===== config.mk =====
export PLATFORM = sky130hd
export DESIGN_NAME = regs_dump
export DESIGN_NICKNAME = d
export VERILOG_FILES = /design/src/rtl/regs_dump.sv
export SDC_FILE = /design/constraint.sdc
export NUM_CORES = 1
export LEC_CHECK = 0
export ABC_AREA = 1
export ABC_CLOCK_PERIOD_IN_PS = 1800
export BUFFER_PORTS_ARGS = -buffer_cell sky130_fd_sc_hd__buf_2
export CAP_MARGIN = 20
export CORE_MARGIN = 2
export CORE_UTILIZATION = 51
export DETAILED_ROUTE_END_ITERATION = 8
export PLACE_DENSITY = 0.76
export SYNTH_ARGS = -nofsm -noshare
export SYNTH_HDL_FRONTEND = slang
export SYNTH_SLANG_ARGS = --single-unit

===== constraint.sdc =====
create_clock -name clk -period 1.8 [get_ports clk]
set_clock_uncertainty 0.05 [all_clocks]
set_input_delay 0.18 -clock clk [delete_from_list [all_inputs] [get_ports clk]]
set_output_delay 0.18 -clock clk [all_outputs]
set_load 0.005 [all_outputs]

===== src/rtl/regs_dump.sv =====
// Sequential read-out engine for the register file: walks every register
// from %0 upwards, presents each word on a valid/ready port and sums them.
module regs_dump #(
    parameter int n      = 8,
    parameter int R_SIZE = 2
) (
    input  logic              clk,
    input  logic              nReset,
    input  logic              start,
    output logic [R_SIZE-1:0] Raddr,
    input  logic [n-1:0]      Rdata,
    output logic [n-1:0]      dout,
    output logic [R_SIZE-1:0] dout_addr,
    output logic              dout_valid,
    input  logic              dout_ready,
    output logic              busy,
    output logic              done,
    output logic [n-1:0]      checksum,
    output logic              zero_err
);

    localparam logic [1:0] S_IDLE    = 2'd0;
    localparam logic [1:0] S_FETCH   = 2'd1;
    localparam logic [1:0] S_PRESENT = 2'd2;
    localparam logic [1:0] S_DONE    = 2'd3;

    localparam logic [R_SIZE-1:0] LAST_ADDR = '1;
    localparam logic [R_SIZE-1:0] ONE       = R_SIZE'(1);

    logic [1:0]        state_q, state_d;
    logic [R_SIZE-1:0] cnt_q, cnt_d;
    logic [n-1:0]      dout_q, dout_d;
    logic [R_SIZE-1:0] addr_q, addr_d;
    logic [n-1:0]      sum_q, sum_d;
    logic              zerr_q, zerr_d;

    always_comb begin
        state_d = state_q;
        cnt_d   = cnt_q;
        dout_d  = dout_q;
        addr_d  = addr_q;
        sum_d   = sum_q;
        zerr_d  = zerr_q;
        case (state_q)
            S_IDLE: begin
                if (start) begin
                    state_d = S_FETCH;
                    cnt_d   = '0;
                    sum_d   = '0;
                    zerr_d  = 1'b0;
                end
            end
            S_FETCH: begin
                dout_d  = Rdata;
                addr_d  = cnt_q;
                if (cnt_q == '0 && Rdata != '0) begin
                    zerr_d = 1'b1;
                end
                state_d = S_PRESENT;
            end
            S_PRESENT: begin
                if (dout_ready) begin
                    sum_d = sum_q + dout_q;
                    // Termination is by last-address compare; the counter never wraps.
                    if (cnt_q == LAST_ADDR) begin
                        state_d = S_DONE;
                    end else begin
                        cnt_d   = cnt_q + ONE;
                        state_d = S_FETCH;
                    end
                end
            end
            S_DONE:  state_d = S_IDLE;
            default: state_d = S_IDLE;
        endcase
    end

    always_ff @(posedge clk) begin
        if (!nReset) begin
            state_q <= S_IDLE;
            cnt_q   <= '0;
            dout_q  <= '0;
            addr_q  <= '0;
            sum_q   <= '0;
            zerr_q  <= 1'b0;
        end else begin
            state_q <= state_d;
            cnt_q   <= cnt_d;
            dout_q  <= dout_d;
            addr_q  <= addr_d;
            sum_q   <= sum_d;
            zerr_q  <= zerr_d;
        end
    end

    assign Raddr      = (state_q == S_FETCH || state_q == S_PRESENT) ? cnt_q : '0;
    assign dout       = dout_q;
    assign dout_addr  = addr_q;
    assign dout_valid = (state_q == S_PRESENT);
    assign busy       = (state_q != S_IDLE);
    assign done       = (state_q == S_DONE);
    assign checksum   = sum_q;
    assign zero_err   = zerr_q;

endmodule

==> results.json <==
{
  "status": "complete, no violations",
  "clk_path_buf_depth": 2,
  "power_switching_mw": 0.653,
  "start_util_pct": 52.3,
  "multi_input_area_um2": 689,
  "clk_latency_ns": 0.32,
  "area_delta_synth_final_pct": 19.1,
  "clockPowerShare_pct": 15.6,
  "finalMaxSlewViolations": 0,
  "drc": 0,
  "tightest_slew_ns": 0.369,
  "crit_arrival_ns": 1.86,
  "ys_warn_count": 0,
  "power.density_mw_per_mm2": 1080,
  "chipHeight_um": 53.7,
  "critical_path_class": "reg -> reg",
  "dp_hpwl_um": 2160,
  "synth_cell_types": 19,
  "ant_nets": 0,
  "hold_viol_final": 0,
  "grt_max_degree": 16,
  "layout.cells.most_common_list": "38 x nand2_1, 35 x buf_2, 26 x inv_1, 26 x a21oi_1, 22 x dfxtp_1",
  "clkTransAtPathRegs_ns": 0.14,
  "gr-usage-all-layers_pct": 21.1,
  "synth_fp_nets": 200,
  "final_common_cell": "nand2_1",
  "synthCells": 174,
  "overflow": 0,
  "grt_setup_unrepaired": "no",
  "io-pin-count": 36,
  "antennaDiodeCount": 0,
  "cts_setup_buffers": 0,
  "synth-simple-area-share_pct": 20.5,
  "max-cap-violations": 0,
  "max_slew_margin_pct": 75.4,
  "hold_class": "in -> reg",
  "numCtsBuffers": 3,
  "cts_tree": "yes",
  "swShare_pct": 40.3,
  "synth_fa_ha_area_share_pct": 14.5,
  "drt-total-wl_um": 2830,
  "p_seq_share_pct": 43.3,
  "grt_pass1_vias": 1072,
  "die_x_um": 53.7,
  "synthesis.area_mm2": 0.00126,
  "fin_crit_sh_pct": 91.7,
  "setup_violations": 0,
  "total_power_mw": 1.62,
  "grt_pass1_wl_um": 4460,
  "final_cell_count_no_fill": 240,
  "internal_power_mw": 0.969,
  "seq_area_frac_synth_pct": 36.5,
  "synth_compound_area_share_pct": 17.2,
  "seq_area_um2": 462,
  "cts_max_level": 1,
  "gp_congestion": 0.790,
  "fmax_mhz": 606,
  "cp_max_fo": 3,
  "grt_antenna_before_repair": 0,
  "dr.pass1.iters": 4,
  "via_per_inst": 5.11,
  "portBuffers": 35,
  "crit_path_end_kind": "flip-flop",
  "ir_drop_uv": 672,
  "synthMuxAreaShare_pct": 0,
  "synth-xor-area-share_pct": 2.09,
  "ys_ff_latch": 23,
  "fillers": 226,
  "cp-start-kind": "flip-flop",
  "cts_root_buf": "clkbuf_4",
  "dp_cells": 236,
  "nets": 237,
  "drive_gt1_share_pct": 22.4,
  "route.vias.total": 1227,
  "critical_path_required_ns": 2.01,
  "wire_per_inst_um": 11.8,
  "die_area_mm2": 0.00288,
  "synth_top_family_by_area": "simple AND/OR/NAND/NOR gates",
  "fin_crit_ns": 1.65,
  "p_comb_share_pct": 41.1,
  "std_cell_rows": 18,
  "finalSetupTns_ns": 0,
  "drt-initial-drc-count": 18,
  "syn_avg_cell_area_um2": 7.24,
  "clock-sinks": 23,
  "core_area_mm2": 0.00241,
  "leakagePower_nw": 0.824
}
## worst paths after layout
path	depth (start not counted)	slack [ns]	startpoint	end
setup / recovery	9	0.15	dout[0]$_SDFFE_PN0P_	checksum[6]$_SDFFE_PN0P_
hold / removal	3	0.05	Rdata[6]	dout[6]$_SDFFE_PN0P_
setup reg to reg	9	0.15	dout[0]$_SDFFE_PN0P_	checksum[6]$_SDFFE_PN0P_
hold reg to reg	2	0.44	checksum[0]$_SDFFE_PN0P_	checksum[0]$_SDFFE_PN0P_
## per-stage QoR
step	worst slack, ns	utilization, %	cell area [um^2]	hold WS (ns)
floorplan	0.299	-	1260	0.259
global placement	0.118	60.8	1470	0.372
detailed placement	0.0429	60.8	1470	0.380
CTS	0.0183	61.9	1490	0.0464
global route	0.0375	62.3	1500	0.0511
finish	0.150	62.3	1500	0.0514
## state kept, by name, summed over array words and instances (netlist names)
| register | count |
|---|---|
| dout_addr | 2 |
| zero_err | 1 |
| cnt_q | 2 |
| state_q | 2 |
| checksum | 8 |
| dout | 8 |
## cells by family (layout without fill, tap and decap cells)
family | after synthesis | count (layout)
xor+xnor | 3 | 3
compound gates | 42 | 42
simple gates | 61 | 61
flops | 23 | 23
buf+inv | 31 | 67
fa+ha+maj | 14 | 14
## power groups by stage
stage	Clock, mW	Sequential, mW	Combinational, mW
after floorplan	0	0.704	0.423
after global placement	0	0.703	0.632
after detailed placement	0	0.711	0.655
after CTS	0.254	0.700	0.658
after global routing	0.281	0.718	0.761
final	0.252	0.702	0.667
## layer usage
layer	vias up	GRT usage [%]	wire (um)
li1	633	-	-
met1	554	25.0	1230
met2	31	37.2	1420
met3	9	2.78	108
met4	0	10.3	75
met5	-	0	0
## area by class of cell
type,count,area share [%]
multi-input combinational,120,46.0
sequential,23,30.8
timing repair buffer,36,12.2
inverter,27,6.76
tap,30,2.50
clock buffer,3,1.50
clock inverter,1,0.334
## critical path: stages (launching register included)
cell and delay [ns]:
dfxtp_1 0.35, ha_1 0.23, fa_1 0.39, nand2_1 0.09
nand2_1 0.07, nand3b_1 0.10, nand2_1 0.06, nand2_1 0.06
nand3_1 0.06, a21oi_1 0.12
## cell usage after synthesis
| library cell | count | share of area, % |
|---|---|---|
| clkbuf_1 | 3 | 0.89 |
| dfxtp_1 | 23 | 37 |
| or2_2 | 2 | 0.99 |
| inv_1 | 26 | 7.7 |
| nand4_1 | 1 | 0.50 |
| nand3_1 | 11 | 4.4 |
| nor2_1 | 7 | 2.1 |
| fa_1 | 1 | 1.6 |
| o211ai_1 | 1 | 0.60 |
| xnor2_1 | 1 | 0.70 |
| buf_1 | 1 | 0.30 |
| nand2_1 | 38 | 11 |
| o21ai_2 | 1 | 0.70 |
| nand3b_1 | 2 | 1.2 |
| ha_1 | 13 | 13 |
| clkinv_1 | 1 | 0.30 |
| o21ai_0 | 13 | 5.2 |
| xor2_1 | 2 | 1.4 |
| a21oi_1 | 27 | 11 |
## repair_timing
item | CTS | global route
resized for setup | 0 | 4
endpoints found under the setup margin | 0 | 11
hold buffers | 0 | 0
Note: power is estimated with default switching activity, not from simulation.
